$ cat src/rtl/inst_fetch_pkg.sv
// Shared types and constants for the instruction fetch/issue stage.
package inst_fetch_pkg;

    localparam int ADDR_W_DFLT = 5;
    localparam int INST_W_DFLT = 16;

    // Format field occupies the two LSBs of every instruction word.
    localparam int FMT_LSB = 0;
    localparam int FMT_MSB = 1;
    localparam logic [1:0] FMT_HALT = 2'b11;

    typedef enum logic [2:0] {
        IDLE  = 3'd0,
        FETCH = 3'd1,
        ISSUE = 3'd2,
        WAIT  = 3'd3,
        HALT  = 3'd4
    } state_e;

endpackage

$ cat src/rtl/inst_store.sv
// Instruction store: DEPTH x INST_W words, one write port, one synchronous
// read port. The read register doubles as the instruction register, so it
// only updates on rd_en and holds otherwise. The array itself is not reset.
module inst_store
    import inst_fetch_pkg::*;
#(
    parameter int ADDR_W = ADDR_W_DFLT,
    parameter int INST_W = INST_W_DFLT
) (
    input  logic              clk,
    input  logic              reset_n,
    input  logic              wr_en,
    input  logic [ADDR_W-1:0] wr_addr,
    input  logic [INST_W-1:0] wr_data,
    input  logic              rd_en,
    input  logic [ADDR_W-1:0] rd_addr,
    output logic [INST_W-1:0] rd_data
);

    localparam int DEPTH = 2 ** ADDR_W;

    logic [INST_W-1:0] mem_q [DEPTH];
    logic [INST_W-1:0] rd_data_d;
    logic [INST_W-1:0] rd_data_q;

    // Array write; contents survive reset.
    always_ff @(posedge clk) begin
        if (wr_en) begin
            mem_q[wr_addr] <= wr_data;
        end
    end

    // Read data holds unless a read is requested.
    always_comb begin
        rd_data_d = rd_data_q;
        if (rd_en) begin
            rd_data_d = mem_q[rd_addr];
        end
    end

    // Read register with synchronous clear.
    always_ff @(posedge clk) begin
        if (!reset_n) begin
            rd_data_q <= '0;
        end else begin
            rd_data_q <= rd_data_d;
        end
    end

    assign rd_data = rd_data_q;

endmodule

$ cat src/rtl/inst_fetch.sv
// Instruction fetch/issue stage feeding the cpu control FSM.
// Optional watchdog on the WAIT state is built when INST_FETCH_WD_EN is defined.
//
// state | meaning
// IDLE  | out of reset, waiting for start; store writable
// FETCH | synchronous read of mem[pc] into the instruction register
// ISSUE | HALT-format word -> HALT, otherwise one-cycle run pulse
// WAIT  | instruction held until the cpu answers with done
// HALT  | stopped; store writable, start restarts from address 0
module inst_fetch
    import inst_fetch_pkg::*;
#(
    parameter int ADDR_W = ADDR_W_DFLT,
    parameter int INST_W = INST_W_DFLT,
    parameter int WD_MAX = 64
) (
    input  logic              clk,
    input  logic              reset_n,
    input  logic              start,
    input  logic              stop,
    input  logic              done,
    input  logic              ld_en,
    input  logic [ADDR_W-1:0] ld_addr,
    input  logic [INST_W-1:0] ld_data,
    output logic              run,
    output logic [INST_W-1:0] d_inst,
    output logic [ADDR_W-1:0] pc,
    output logic              busy,
    output logic              halted,
    output logic [7:0]        retired,
    output logic              wd_err
);

    // pc saturates at the last word instead of wrapping.
    localparam logic [ADDR_W-1:0] PC_LAST = '1;

    state_e            state_q, state_d;
    logic [ADDR_W-1:0] pc_q, pc_d;
    logic              stop_pend_q, stop_pend_d;
    logic [7:0]        retired_q, retired_d;
    logic              store_wr_en;
    logic              store_rd_en;

`ifdef INST_FETCH_WD_EN
    localparam int WD_W = $clog2(WD_MAX + 1);
    localparam logic [WD_W-1:0] WD_LAST = WD_W'(WD_MAX - 1);

    logic [WD_W-1:0] wd_cnt_q, wd_cnt_d;
    logic            wd_err_q, wd_err_d;
`endif

    inst_store #(
        .ADDR_W (ADDR_W),
        .INST_W (INST_W)
    ) u_store (
        .clk     (clk),
        .reset_n (reset_n),
        .wr_en   (store_wr_en),
        .wr_addr (ld_addr),
        .wr_data (ld_data),
        .rd_en   (store_rd_en),
        .rd_addr (pc_q),
        .rd_data (d_inst)
    );

    // Next-state, PC, retire counter, stop request and issue pulse.
    always_comb begin
        state_d     = state_q;
        pc_d        = pc_q;
        stop_pend_d = stop_pend_q;
        retired_d   = retired_q;
        run         = 1'b0;
        store_rd_en = 1'b0;
        store_wr_en = ld_en && ((state_q == IDLE) || (state_q == HALT));
`ifdef INST_FETCH_WD_EN
        wd_cnt_d    = wd_cnt_q;
        wd_err_d    = wd_err_q;
`endif

        if (stop && ((state_q == FETCH) || (state_q == ISSUE) || (state_q == WAIT))) begin
            stop_pend_d = 1'b1;
        end

        case (state_q)
            IDLE, HALT: begin
                if (start) begin
                    state_d     = FETCH;
                    pc_d        = '0;
                    retired_d   = '0;
                    stop_pend_d = 1'b0;
`ifdef INST_FETCH_WD_EN
                    wd_err_d    = 1'b0;
`endif
                end
            end
            FETCH: begin
                store_rd_en = 1'b1;
                state_d     = ISSUE;
            end
            ISSUE: begin
                if (d_inst[FMT_MSB:FMT_LSB] == FMT_HALT) begin
                    state_d = HALT;
                end else begin
                    run     = 1'b1;
                    state_d = WAIT;
`ifdef INST_FETCH_WD_EN
                    wd_cnt_d = '0;
`endif
                end
            end
            WAIT: begin
                if (done) begin
                    if (retired_q != 8'hFF) begin
                        retired_d = retired_q + 8'd1;
                    end
                    if (stop_pend_q || stop || (pc_q == PC_LAST)) begin
                        state_d = HALT;
                    end else begin
                        pc_d    = pc_q + 1'b1;
                        state_d = FETCH;
                    end
                end
`ifdef INST_FETCH_WD_EN
                else if (wd_cnt_q == WD_LAST) begin
                    wd_err_d = 1'b1;
                    state_d  = HALT;
                end else begin
                    wd_cnt_d = wd_cnt_q + 1'b1;
                end
`endif
            end
            default: begin
                state_d = IDLE;
            end
        endcase
    end

    // Control registers with synchronous active-low reset.
    always_ff @(posedge clk) begin
        if (!reset_n) begin
            state_q     <= IDLE;
            pc_q        <= '0;
            stop_pend_q <= 1'b0;
            retired_q   <= '0;
        end else begin
            state_q     <= state_d;
            pc_q        <= pc_d;
            stop_pend_q <= stop_pend_d;
            retired_q   <= retired_d;
        end
    end

`ifdef INST_FETCH_WD_EN
    // Watchdog counter and sticky error flag.
    always_ff @(posedge clk) begin
        if (!reset_n) begin
            wd_cnt_q <= '0;
            wd_err_q <= 1'b0;
        end else begin
            wd_cnt_q <= wd_cnt_d;
            wd_err_q <= wd_err_d;
        end
    end

    assign wd_err = wd_err_q;
`else
    assign wd_err = 1'b0;
`endif

    assign pc      = pc_q;
    assign busy    = (state_q == FETCH) || (state_q == ISSUE) || (state_q == WAIT);
    assign halted  = (state_q == HALT);
    assign retired = retired_q;

endmodule

$ cat config.mk
export PLATFORM = sky130hd
export DESIGN_NAME = inst_fetch
export DESIGN_NICKNAME = d
export VERILOG_FILES = /design/src/rtl/inst_fetch_pkg.sv /design/src/rtl/inst_store.sv /design/src/rtl/inst_fetch.sv
export SDC_FILE = /design/constraint.sdc
export NUM_CORES = 1
export LEC_CHECK = 0
export CAP_MARGIN = 20
export CORE_AREA = 5 5 210 212
export CTS_CLUSTER_DIAMETER = 200
export DETAILED_ROUTE_END_ITERATION = 12
export DIE_AREA = 0 0 215 217
export MAX_ROUTING_LAYER = met4
export PLACE_DENSITY = 0.68
export SYNTH_ARGS = -nofsm -noshare
export SYNTH_HDL_FRONTEND = slang
export SYNTH_HIERARCHICAL = 1
export SYNTH_SLANG_ARGS = --single-unit
export TNS_END_PERCENT = 100
$ cat constraint.sdc
create_clock -name clk -period 2.9 [get_ports clk]
set_input_delay 0.87 -clock clk [delete_from_list [all_inputs] [get_ports clk]]
set_output_delay 0.87 -clock clk [all_outputs]
set_load 0.02 [all_outputs]
==> flow_summary.yaml <==
outcome:
  status: "complete, no violations"
synthesis:
  ys_seq_elements: 545
  synth_common_cells: "512 x edfxtp_1, 257 x mux2i_1, 133 x a22oi_1"
  synthesis.area_um2: 21450
  synth_seq_area_share: 0.7477
  syn_nets: 1283
  avgSynthCellArea_um2: 17.12
  syn-instance-count: 1253
  yosysWarnings: 6
  synth_top_area_frac: 0.7169
  yosysMostFrequentCell: "edfxtp_1"
  ys_async_sr_fraction: 0
  synth_top_flop_cell: "edfxtp_1"
  yosys-top-cells-area: "edfxtp_1 72%, mux2i_1 12%, a22oi_1 4.7%, dfxtp_1 3.1%, a21oi_1 1.9%"
  yosysTopAreaCell: "edfxtp_1"
  yosys.cell_types.count: 51
  synth_edf_count: 512
cells_and_area:
  fill_cells: 3037
  fin_util: 0.5969
  area_growth_syn_to_layout_pct: 16.22
  fin_nets: 1419
  drive_above_1_share: 0.1322
global_routing:
  grt_max_degree: 60
  grt_usage: 0.2215
  grt_pass1_wl_um: 75720
  grt_overflow: 0
  antenna_found_initial: 6
  grt_pass1_vias: 11769
timing:
  hold_slack_ps: 529.1
  max_freq_ghz: 0.3606
  period_needed_ps: 2773
  rsz0062_at_grt: "false"
  slew_headroom: 0.4901
  setup_violations: 0
  drv_slew: 0
  final.setup.worst_slack_ps: 126.6
  finClkSkew_ps: 31.17
  hold_viol: 0
  final.period_utilization: 0.9563
  tightest_slew_ps: 764.9
power_and_ir_drop:
  p_per_area_nw_per_um2: 644.8
  power.leakage_nw: 7.569
  ir_drop_mv: 0.8160
critical_path:
  cp_max_fo: 11
  crit_path_start_kind: "flop"
  r2r_cells: 8
  endpoint_kind: "primary output"
  crit_type: "reg -> out"
  worstSetupStartpoint: "state_q[0]"
  worstPathArrival_ps: 1900
  rr_startpoint: "pc[0]"
  critPathRequiredTime_ps: 2030
  r2r_setup_slack_ps: 330
  r2r_end: "pc[3]"
  crit_end: "busy"
placed_design:
  dp_hpwl_um: 31610
  place.gp.congestion: 0.8999
  io_buffers: 58
  post-place-ws_ps: -73.68
min_path:
  min_path_type: "reg -> reg"
  hp-start: "stop_pend_q"
run:
  maxCapViolations: 0
routing:
  first_pass_iters: 6
  wl_um: 50850
  vias_per_cell: 5.970
  ant_nets: 0
  vias: 11791
  drcViolationCount: 0
  wl_per_cell_um: 25.75
  drt_iter0_drc: 1379
clocking:
  clk_path_buf_depth: 3
  cts_buffers: 53
  cts_tree: "built"
  clk-insertion-delay-late_ps: 600
  cts_max_level: 2
  cts_root_buf: "clkbuf_16"
  clock-sinks: 545
  path_clk_slew_ps: 60
die:
  ios: 60
  die_h_um: 217
  dieArea_um2: 46660
  initial_core_util: 0.5136
  rows: 75
  chipWidth_um: 215
  core-area_um2: 41760
[worst max-delay path: stages (launching register included)]
cell             delay [ps]
dfxtp_2                 430
nor2_1                  110
nor2_1                  140
clkdlybuf4s50_1         630
[how the worst min path moves through the flow]
stage / endpoint / slack, ps / depth (start not counted)
4_1_cts: stop_pend_q / 530 / 2
2_1_floorplan: stop_pend_q / 480 / 2
6_report: stop_pend_q / 530 / 2
5_1_grt: retired[0] / 580 / 2
3_5_place_dp: stop_pend_q / 510 / 2
3_3_place_gp: stop_pend_q / 500 / 2
[per-stage QoR]
step                      std cells  TNS [ps]  total power [W]  area [µm²]
after detailed placement       1872     -6624         0.009470       23190
final                          1975         0          0.01607       24930
after floorplan                1253         0         0.009114       21450
after global placement         1872     -8562         0.009453       23190
after global routing           1974         0          0.01655       24920
after CTS                      1969         0          0.01617       24910
[layout by cell type, fill, tap and decap left out, types with 19 or more instances in the layout]
cell             instances
nor2_1                  39
edfxtp_1               512
a21oi_1                 83
clkdlybuf4s50_1         56
o21ai_0                 19
clkbuf_16               54
mux2i_1                257
buf_4                   79
a22oi_1                133
dfxtp_1                 30
[metal layers]
layer,global-route usage,routed length (µm)
met1,0.3065,21400
met2,0.3459,24140
met3,0.04391,4240
met4,0.05313,1070
met5,-,0
[kinds of logic after synthesis]
logic type	after synthesis	synth area share
AO/OA/AOI/OAI	256	0.07835
buffers and inverters	77	0.02258
multiplexers	258	0.1205
AND/OR/NAND/NOR	113	0.02900
other	1	0.0001749
flip-flops	545	0.7477
adder cells (fa/ha/maj)	3	0.001750
[sequential cells by signal (all words and copies together), names as in the netlist]
| register | flops |
|---|---|
| pc | 5 |
| retired | 8 |
| state_q | 3 |
| stop_pend_q | 1 |
| u_store/mem_q | 512 |
| u_store/rd_data | 16 |
[timing repair]
item | in CTS | in global routing
hold buffers | 0 | 0
gates resized for setup | 2 | 2
buffers inserted | 1 | 0
endpoints found under the setup margin | 3 | 2
[power by group]
group | internal (W) | switching, W | leakage (nW) | total, W
logic | 0.000205 | 0.000376 | 1.86 | 0.000581
clock network | 0.00394 | 0.00283 | 0.829 | 0.00677
registers | 0.00868 | 0.0000424 | 4.88 | 0.00872
total | 0.0128 | 0.00325 | 7.57 | 0.0161
[area by class of cell]
class | instances | area (µm²) | area share
sequential | 545 | 16040 | 0.6436
antenna | 6 | 15.01 | 0.0006024
timing repair buffer | 154 | 1510 | 0.06059
clock buffer | 65 | 1393 | 0.05587
tap | 539 | 674.4 | 0.02706
inverter | 4 | 15.01 | 0.0006024
clock inverter | 31 | 310.3 | 0.01245
multi-input combinational | 631 | 4966 | 0.1992
(Power assumes the default switching activity.)
